==> config.mk <==
export PLATFORM = sky130hd
export DESIGN_NAME = sign_narrow_serializer_flat
export DESIGN_NICKNAME = d
export VERILOG_FILES = /design/src/rtl/sign_narrow_serializer_pkg.sv /design/src/rtl/sign_narrow_serializer_if.sv /design/src/rtl/sign_narrow.sv /design/src/rtl/sign_narrow_serializer.sv /design/src/flat_wrapper.sv
export SDC_FILE = /design/constraint.sdc
export NUM_CORES = 1
export LEC_CHECK = 0
export ABC_AREA = 0
export CORE_MARGIN = 2
export CORE_UTILIZATION = 49
export CTS_BUF_LIST = sky130_fd_sc_hd__clkbuf_4 sky130_fd_sc_hd__clkbuf_8
export DETAILED_ROUTE_END_ITERATION = 8
export PLACE_DENSITY = 0.85
export SLEW_MARGIN = 40
export SYNTH_ARGS = -nofsm -noshare
export SYNTH_HDL_FRONTEND = slang
export SYNTH_HIERARCHICAL = 1
export SYNTH_SLANG_ARGS = --single-unit
export TNS_END_PERCENT = 50
==> constraint.sdc <==
create_clock -name clock -period 5.1 [get_ports clock]
set_clock_uncertainty 0.2 [all_clocks]
set_input_delay 1.02 -clock clock [delete_from_list [all_inputs] [get_ports clock]]
set_output_delay 1.02 -clock clock [all_outputs]
set_load 0.02 [all_outputs]
==> src/rtl/sign_narrow_serializer_pkg.sv <==
// rtl/sign_narrow_serializer_pkg.sv - shared encodings and saturation limits
// Purpose: mode and state encodings plus the signed saturation constants used
//          by the narrowing logic and the serializer FSM.
// Ports:   none (package).
package sign_narrow_serializer_pkg;

  typedef enum logic [1:0] {
    MODE_BYTE = 2'b00,
    MODE_HALF = 2'b01,
    MODE_WORD = 2'b10
  } mode_e;

  typedef enum logic [1:0] {
    IDLE = 2'b00,
    SEND = 2'b01,
    DONE = 2'b10
  } state_e;

  // Limits are stored sign-extended to 32 bits so the narrowed value stays a
  // valid 32-bit representation of the saturated number.
  localparam logic [31:0] SAT8_MAX  = 32'h0000_007F;
  localparam logic [31:0] SAT8_MIN  = 32'hFFFF_FF80;
  localparam logic [31:0] SAT16_MAX = 32'h0000_7FFF;
  localparam logic [31:0] SAT16_MIN = 32'hFFFF_8000;

endpackage

==> src/rtl/sign_narrow_serializer_if.sv <==
// rtl/sign_narrow_serializer_if.sv - request and byte-stream bundle
// Purpose: groups the request side (enable/start/word_in/mode/busy/done/
//          overflow) and the UART byte handshake (tx_data/tx_valid/tx_ready).
// Ports:   none; modport master drives requests and tx_ready, modport slave
//          is the serializer.
interface sign_narrow_serializer_if;

  logic        enable;
  logic        start;
  logic [31:0] word_in;
  logic [1:0]  mode;
  logic        busy;
  logic [7:0]  tx_data;
  logic        tx_valid;
  logic        tx_ready;
  logic        done;
  logic        overflow;

  modport master (
    output enable, start, word_in, mode, tx_ready,
    input  busy, tx_data, tx_valid, done, overflow
  );

  modport slave (
    input  enable, start, word_in, mode, tx_ready,
    output busy, tx_data, tx_valid, done, overflow
  );

endinterface

==> src/rtl/sign_narrow.sv <==
// rtl/sign_narrow.sv - combinational signed narrowing with saturation
// Purpose: narrows a 32-bit value to byte/halfword/word, saturating values
//          that do not fit to the signed limits of the chosen width.
// Ports:   word_in  in  32  value to narrow
//          mode     in  2   00 byte, 01 halfword, 10/11 word
//          narrowed out 32  narrowed value, sign-extended to 32 bits
//          count    out 3   number of bytes to send (1/2/4)
//          overflow out 1   saturation applied
module sign_narrow
  import sign_narrow_serializer_pkg::*;
(
  input  logic [31:0] word_in,
  input  logic [1:0]  mode,
  output logic [31:0] narrowed,
  output logic [2:0]  count,
  output logic        overflow
);

  // A value fits in N bits iff every bit from N-1 upward equals the sign bit.
  logic fits8;
  logic fits16;

  assign fits8  = (&word_in[31:7])  | ~(|word_in[31:7]);
  assign fits16 = (&word_in[31:15]) | ~(|word_in[31:15]);

  always_comb begin
    narrowed = word_in;
    count    = 3'd4;
    overflow = 1'b0;
    case (mode)
      MODE_BYTE: begin
        count = 3'd1;
        if (!fits8) begin
          overflow = 1'b1;
          narrowed = word_in[31] ? SAT8_MIN : SAT8_MAX;
        end
      end
      MODE_HALF: begin
        count = 3'd2;
        if (!fits16) begin
          overflow = 1'b1;
          narrowed = word_in[31] ? SAT16_MIN : SAT16_MAX;
        end
      end
      default: begin
        count = 3'd4;
      end
    endcase
  end

endmodule

==> src/rtl/sign_narrow_serializer.sv <==
// rtl/sign_narrow_serializer.sv - narrows a word and streams it LSB-first
// Purpose: latches a narrowed/saturated value on start and sends 1, 2 or 4
//          bytes little-endian over a valid/ready byte handshake.
// Ports:   clock  in  1  system clock
//          reset  in  1  asynchronous active-high reset
//          bus    slave  enable/start/word_in/mode in; busy/done/overflow out;
//                        tx_data/tx_valid out, tx_ready in
module sign_narrow_serializer
  import sign_narrow_serializer_pkg::*;
(
  input logic                     clock,
  input logic                     reset,
  sign_narrow_serializer_if.slave bus
);

  state_e      state;
  logic [31:0] value;
  logic [2:0]  count;
  logic [1:0]  index;
  logic        busy_q;
  logic [7:0]  tx_data_q;
  logic        tx_valid_q;
  logic        done_q;
  logic        overflow_q;

  logic [31:0] narrow_value;
  logic [2:0]  narrow_count;
  logic        narrow_ovf;

  sign_narrow u_narrow (
    .word_in  (bus.word_in),
    .mode     (bus.mode),
    .narrowed (narrow_value),
    .count    (narrow_count),
    .overflow (narrow_ovf)
  );

  logic       handshake;
  logic       last_byte;
  logic [1:0] index_next;

  assign handshake  = tx_valid_q & bus.tx_ready;
  assign last_byte  = ({1'b0, index} == (count - 3'd1));
  assign index_next = index + 2'd1;

  always_ff @(posedge clock or posedge reset) begin
    if (reset) begin
      state      <= IDLE;
      value      <= '0;
      count      <= '0;
      index      <= '0;
      busy_q     <= 1'b0;
      tx_data_q  <= '0;
      tx_valid_q <= 1'b0;
      done_q     <= 1'b0;
      overflow_q <= 1'b0;
    end else if (bus.enable) begin
      case (state)
        IDLE: begin
          if (bus.start) begin
            value      <= narrow_value;
            count      <= narrow_count;
            index      <= '0;
            overflow_q <= narrow_ovf;
            busy_q     <= 1'b1;
            tx_valid_q <= 1'b1;
            tx_data_q  <= narrow_value[7:0];
            state      <= SEND;
          end
        end
        SEND: begin
          if (handshake) begin
            if (last_byte) begin
              tx_valid_q <= 1'b0;
              busy_q     <= 1'b0;
              done_q     <= 1'b1;
              state      <= DONE;
            end else begin
              // Present the following byte on the same edge the current one
              // transfers, so a constantly ready sink takes one byte per cycle.
              index     <= index_next;
              tx_data_q <= value[{index_next, 3'b000} +: 8];
            end
          end
        end
        DONE: begin
          done_q <= 1'b0;
          state  <= IDLE;
        end
        default: begin
          state <= IDLE;
        end
      endcase
    end
  end

  assign bus.busy     = busy_q;
  assign bus.tx_data  = tx_data_q;
  assign bus.tx_valid = tx_valid_q;
  assign bus.done     = done_q;
  assign bus.overflow = overflow_q;

endmodule

==> src/flat_wrapper.sv <==
// flat-port wrapper written by rule: the top's interface ports become plain ports
module sign_narrow_serializer_flat import sign_narrow_serializer_pkg::*;
  (clock, reset, bus_enable, bus_start, bus_word_in, bus_mode, bus_tx_ready, bus_busy, bus_tx_data, bus_tx_valid, bus_done, bus_overflow);
  sign_narrow_serializer_if bus_i ();
  input logic clock;
  input logic reset;
  input wire logic [$bits(bus_i.enable)-1:0] bus_enable;
  input wire logic [$bits(bus_i.start)-1:0] bus_start;
  input wire logic [$bits(bus_i.word_in)-1:0] bus_word_in;
  input wire logic [$bits(bus_i.mode)-1:0] bus_mode;
  input wire logic [$bits(bus_i.tx_ready)-1:0] bus_tx_ready;
  output wire logic [$bits(bus_i.busy)-1:0] bus_busy;
  output wire logic [$bits(bus_i.tx_data)-1:0] bus_tx_data;
  output wire logic [$bits(bus_i.tx_valid)-1:0] bus_tx_valid;
  output wire logic [$bits(bus_i.done)-1:0] bus_done;
  output wire logic [$bits(bus_i.overflow)-1:0] bus_overflow;
  assign bus_i.enable = bus_enable;
  assign bus_i.start = bus_start;
  assign bus_i.word_in = bus_word_in;
  assign bus_i.mode = bus_mode;
  assign bus_i.tx_ready = bus_tx_ready;
  assign bus_busy = bus_i.busy;
  assign bus_tx_data = bus_i.tx_data;
  assign bus_tx_valid = bus_i.tx_valid;
  assign bus_done = bus_i.done;
  assign bus_overflow = bus_i.overflow;
  sign_narrow_serializer u_core (.clock(clock), .reset(reset), .bus(bus_i));
endmodule
* Yosys cells after proc, flatten, opt, wreduce, memory -nomap -nowiden
Cells that the tools add are included.
** Cells by class
- Add/sub/neg operators :: 2
- Eq/ne operators :: 8
- Shift-type cells :: 1
- Muxes and demuxes :: 28
- Bitwise logic cells :: 5
- Reductions and logical operators :: 13
** Operators by type and width (count)
- 32-bit 2-to-1 mux :: 4
- 32-bit case mux with 2 select lines :: 1
- 32-bit by 6-bit indexed part select with 8-bit output :: 1
- 25-bit AND reduction :: 1
- 25-bit OR reduction :: 1
- 8-bit 2-to-1 mux :: 3
- 17-bit AND reduction :: 1
- 17-bit OR reduction :: 1
- 8-bit case mux with 2 select lines :: 1
- 2-bit 2-to-1 mux :: 6
- 5-bit AND reduction :: 2
- 2-bit case mux with 2 select lines :: 2
- 4-bit AND reduction :: 2
- 1-bit 2-to-1 mux :: 7
- 1-bit case mux with 2 select lines :: 3
- 3-bit case mux with 2 select lines :: 1
- 2-bit by 1-bit == test with 1-bit output (second input constant) :: 2
- 2-bit zero test :: 2
- 2-bit by 1-bit != test with 1-bit output (second input constant) :: 2
- 2-bit != test (second input constant) :: 2
- 2-bit nonzero test :: 2
- 2-bit by 3-bit == test with 1-bit output :: 1
- 3-bit AND reduction :: 1
- 3-bit by 1-bit subtractor with 3-bit output (second input constant) :: 1
- other kinds (5) :: 7
** Word-level totals
- Register bits :: 50
- Bits of input ports :: 39
- Word-level logic and storage cells :: 65

* Depth between registers and ports, before layout
- Depth in word-level cells :: 7
- Gate-level depth with buffers :: 8
- Gate-level depth less buffers :: 8

* Hierarchy
Netlist, hierarchy kept.
** Modules (own cells, without submodules)
- sign_narrow_serializer :: instances 1, cells each 170, area each 2311.0 um^2, sequential area each 1251.2 um^2
- sign_narrow :: instances 1, cells each 97, area each 556.8 um^2, sequential area each 0.0 um^2

* Worst setup path after synthesis
No wires, ideal clock.
- Kind :: input to register
- Start point :: in bus_word_in[15]
- End point :: reg u_core.tx_data_q[6] (netlist: u_core/bus.tx_data[6])
- Arrival time :: 2.371 ns
- Data required time :: 4.775 ns
- Path slack :: 2.404 ns
- Stages :: 7
- Path through :: nor4_2 nand4_2 o31ai_4 o21ai_1 nand2_1 nand2_1 mux2_4
** On the way
- Cells in the longest elaborated chain, start to end :: 7
- Elaborated cells on any way between the ends :: 13
** RTL lines
- start: declaration :: line flat_wrapper.sv:9 : input wire logic [$bits(bus_i.word_in)-1:0] bus_word_in;
- 25-bit OR reduction or 17-bit OR reduction (tied branches) :: line sign_narrow.sv:23, sign_narrow.sv:24
- 1-bit NOT (on tied branches) :: line sign_narrow.sv:23, sign_narrow.sv:24
- 1-bit OR (on tied branches) :: line sign_narrow.sv:23, sign_narrow.sv:24
- 32-bit 2-to-1 mux (on tied branches) :: line sign_narrow.sv:33, sign_narrow.sv:40
- 32-bit case mux with 2 select lines * :: line sign_narrow.sv:30 : case (mode)
- net u_core.narrow_value[6] :: line sign_narrow_serializer.sv:26 : logic [31:0] narrow_value;
- 8-bit 2-to-1 mux * :: line sign_narrow_serializer.sv:60 : if (bus.start) begin
- 8-bit case mux with 2 select lines * :: line sign_narrow_serializer.sv:58 : case (state)
- end signal: assignment :: line sign_narrow_serializer.sv:67 : tx_data_q <= narrow_value[7:0];
- end signal: assignment :: line sign_narrow_serializer.sv:82 : tx_data_q <= value[{index_next, 3'b000} +: 8];
- end: declaration :: line sign_narrow_serializer.sv:21 : logic [7:0] tx_data_q;
The timed path passes the listed nets; every way through them passes the cells marked *. The select of a mux whose other input is x is not followed.
A chain may end at the register's enable or synchronous reset.

* Worst setup path after layout
- Start point :: in bus_mode[1]
- End point :: reg u_core.tx_data_q[4] (netlist: u_core/bus.tx_data[4])
** On the way
- Cells in the longest elaborated chain, start to end :: 4
- Elaborated cells on any way between the ends :: 5
** RTL lines
- start: declaration :: line flat_wrapper.sv:10 : input wire logic [$bits(bus_i.mode)-1:0] bus_mode;
- 2-bit by 1-bit == test with 1-bit output or 2-bit zero test (tied branches) :: line sign_narrow.sv:30
- 32-bit case mux with 2 select lines * :: line sign_narrow.sv:30
- net u_core.narrow_value[4] :: line sign_narrow_serializer.sv:26
- 8-bit 2-to-1 mux * :: line sign_narrow_serializer.sv:60
- 8-bit case mux with 2 select lines * :: line sign_narrow_serializer.sv:58
Marked as above.

==> flow_summary_export.csv <==
group,metric,value,unit
worst_setup_path,worstReg2RegEnd,"u_core/bus.tx_data[5]$_DFFE_PP0P_",
sta,finalSetupTns,0,ns
detailed_routing,drt-total-wl,6281,µm
worst_setup_path,timing.rr.start,"u_core/index[1]$_DFFE_PP0P_",
sta,rsz0062_at_grt,"no",
worst_setup_path,slowest_delay,0.76,ns
final_layout,final_cell_mix,"73 x nand2_1, 50 x clkdlybuf4s50_1, 50 x dfrtp_1, 34 x mux2_1",
clocking,ctsResizeCount,0,
floorplanning,io_pins,51,
synth,synth_area,2868,µm²
power,power_density,457.3,nW/µm²
final_layout,final_common_cell,"nand2_1",
place,dp.cells,373,
detailed_routing,remaining_drc_errors,0,
synth,netlist_instances,267,
detailed_routing,ant_nets,0,
detailed_routing,wl_per_cell,16.57,µm
floorplanning,die_h,80.50,µm
clocking,worst_skew_pair.late_latency,0.30,ns
clocking,cts-root-buf,"clkbuf_8",
clocking,cts_sinks,50,
hold_path,hp-class,"flop to flop",
final_layout,ff_latch_area,1251,µm²
clocking,cts_tree,"built",
floorplanning,die-area,6480,µm²
grt,grt_pass1_wl,10510,µm
worst_setup_path,regToRegSetupSlack,2.63,ns
grt,antenna_found_initial,0,
floorplanning,core_area,5574,µm²
grt,track_usage,0.2159,
hold_path,min_path_cells,1,
place,hpwl,4686,µm
sta,maxSlewViolCount,0,
worst_setup_path,ff2ff_path_depth,4,
synth,ys_types,44,
floorplanning,initial_core_util,0.5145,
detailed_routing,dr.pass1.iters,4,
grt,grt_max_degree,51,
sta,fmax,0.3048,GHz
sta,hold_viol,0,
final_layout,area_delta_synth_final,20.94,%
clocking,cts_made_buffers,5,
synth,avgSynthCellArea,10.74,µm²
sta,period_minus_slack,3.281,ns
synth,ys_ff_latch,50,
worst_setup_path,critPathKind,"input port to flop",
worst_setup_path,crit_start,"bus_mode[1]",
worst_setup_path,path_common_cell,"nand2_1",
worst_setup_path,critPathSlowestCell,"clkdlybuf4s50_1",
clocking,cts.reportedPaths.clkPinSlew,0.08,ns
floorplanning,die_width,80.50,µm
synth,synth_nets,307,
place,io_buffers,50,
power,peakVddDrop,204.5,µV
worst_setup_path,cp.required,5.09,ns
worst_setup_path,crit_end,"u_core/bus.tx_data[4]$_DFFE_PP0P_",
detailed_routing,vias,2138,
final_layout,drive_gt1_frac,0.1075,
grt,grt_pass1_vias,2107,
sta,worst_slew_pin_slew,0.7509,ns
synth,synth-seq-area-share,0.4363,
worst_setup_path,cp-start-kind,"input port",
final_layout,finalNetCount,348,
sta,relSlewSlack,0.4983,
clocking,post_cts_buffers,0,
flow_run,cap_viol_max_count,0,
detailed_routing,viasPerCell,5.641,
run_status,status,"finished clean",
sta,setup_violations,0,
worst_setup_path,end_kind,"flop",
synth,synth_warnings,6,
grt,grt-ovfl-total,0,
power,leakage,0.001670,µW
place,gp_congestion,0.8573,
sta,fin_crit_sh,0.6432,
final_layout,num_antenna_cells,0,
clocking,cts_buffer_depth,2,
final_layout,multi_input_area,1504,µm²
floorplanning,num_rows,27,
worst_setup_path,critPathMaxFanout,23,
final_layout,instances_no_fill,379,
final_layout,n_fill_cell,459,
clocking,hold_buffers,0,
detailed_routing,drt_iter0_markers,251,
clocking,h-tree-depth,2,
worst_setup_path,arrival,3.28,ns
worst_setup_path,crit_chain,"clkdlybuf4s50_1 -> nand2b_1 -> a21o_1 -> nand2_1 -> nand2_1 -> nand2_1 -> nand2_1 -> mux2_4",
## cell usage after synthesis
cell type  instances  area, µm²
nor4_1             3      18.77
xor2_1             1      8.760
inv_1              8      30.03
mux2_4             9      135.1
dfrtp_1           50       1251
o211a_1            1      10.01
o211ai_2           1      12.51
o31ai_1            1      7.510
nor3_1             1      5.000
o21ai_1            3      15.01
nor2_1             4      15.01
a21oi_1            3      15.01
a21oi_2            1      8.760
buf_1              2      7.510
nand2b_1           5      31.28
nand4_2            1      12.51
a22o_1             1      8.760
ha_1               1      12.51
buf_4              1      7.510
nor4_4             1      21.27
or3_1              1      6.260
nor4_2             3      37.54
nand2_1           73      274.0
o21bai_1           1      7.510
nand4_1            6      37.54
mux4_1             2      52.55
nand3_1            2      10.01
and3_1             1      6.260
o32ai_1            1      8.760
a21o_1             9      67.56
o21ai_0            4      20.02
mux2_1            34      382.9
a2111o_1           1      11.26
o21a_1             1      7.510
mux4_2             6      135.1
nor2b_1            3      18.77
a211oi_1           1      7.510
clkbuf_1           7      26.28
a21o_2             1      8.760
buf_6              1      11.26
o31ai_4            2      42.54
a31oi_1            1      6.260
xnor2_1            2      17.52
buf_2              6      30.03
## cells by family (layout without fill, tap and decap cells)
logic type | after synthesis | after routing | synth area share
AND/OR/NAND/NOR | 104 | 104 | 0.1723
multiplexers | 51 | 51 | 0.2461
flip-flops | 50 | 50 | 0.4363
AO/OA/AOI/OAI | 33 | 33 | 0.09250
buffers and inverters | 25 | 65 | 0.03927
XOR/XNOR | 3 | 3 | 0.009164
adder cells (fa/ha/maj) | 1 | 1 | 0.004362
## flip-flops by register name, indices dropped and copies added (netlist names)
name	count
u_core/bus.done	1
u_core/bus.overflow	1
u_core/bus.tx_data	8
u_core/bus.tx_valid	1
u_core/count	3
u_core/index	2
u_core/state	2
u_core/value	32
## metal layers
layer | part of all wire | routed length, µm | track usage
met5 | 0 | 0 | 0
met4 | 0.0091 | 57 | 0.05932
met3 | 0.063 | 394 | 0.04831
met2 | 0.46 | 2884 | 0.3325
met1 | 0.47 | 2945 | 0.3073
## report_power, final
part	leakage [µW]	total (µW)	switching [µW]	internal (µW)
Combinational	0.000996	682	307	375
Sequential	0.000630	678	119	559
Clock	0.0000431	226	121	105
Total	0.00167	1590	547	1040
## critical path: cells and delay by family
family,cells,cell delay (ns)
muxes,1,0.26
and+or+nand+nor,5,0.86
AOI/OAI and AO/OA,1,0.36
buffers and inverters,1,0.76
## how the worst min path moves through the flow
| stage | startpoint | endpoint | slack [ns] |
|---|---|---|---|
| floorplan | u_core/value[16]$_DFFE_PP0P_ | u_core/value[16]$_DFFE_PP0P_ | 0.25 |
| global placement | u_core/value[6]$_DFFE_PP0P_ | u_core/value[6]$_DFFE_PP0P_ | 0.26 |
| detailed placement | u_core/value[14]$_DFFE_PP0P_ | u_core/value[14]$_DFFE_PP0P_ | 0.27 |
| CTS | u_core/value[14]$_DFFE_PP0P_ | u_core/value[14]$_DFFE_PP0P_ | 0.29 |
| global route | u_core/value[16]$_DFFE_PP0P_ | u_core/value[16]$_DFFE_PP0P_ | 0.31 |
| finish | u_core/value[16]$_DFFE_PP0P_ | u_core/value[16]$_DFFE_PP0P_ | 0.29 |
## final cells by class
type,instances,area share
well taps,72,0.02597
flip-flops and latches,50,0.3607
clock buffers,6,0.02381
multi-input cells,192,0.4336
repair buffers,51,0.1465
inverters,8,0.009379
## metrics by stage
step | util | area (µm²) | total power (µW) | setup WS [ns] | hold WS (ns)
final | 0.6222 | 3468 | 1586 | 1.819 | 0.2901
after global routing | 0.6222 | 3468 | 1698 | 1.577 | 0.3088
after CTS | 0.6222 | 3468 | 1595 | 1.834 | 0.2923
after detailed placement | 0.6074 | 3386 | 1367 | 1.508 | 0.2724
after global placement | 0.6070 | 3383 | 1334 | 1.606 | 0.2592
after floorplan | - | 2868 | 1191 | 2.404 | 0.2488
Power figures use the tool's default switching activity.
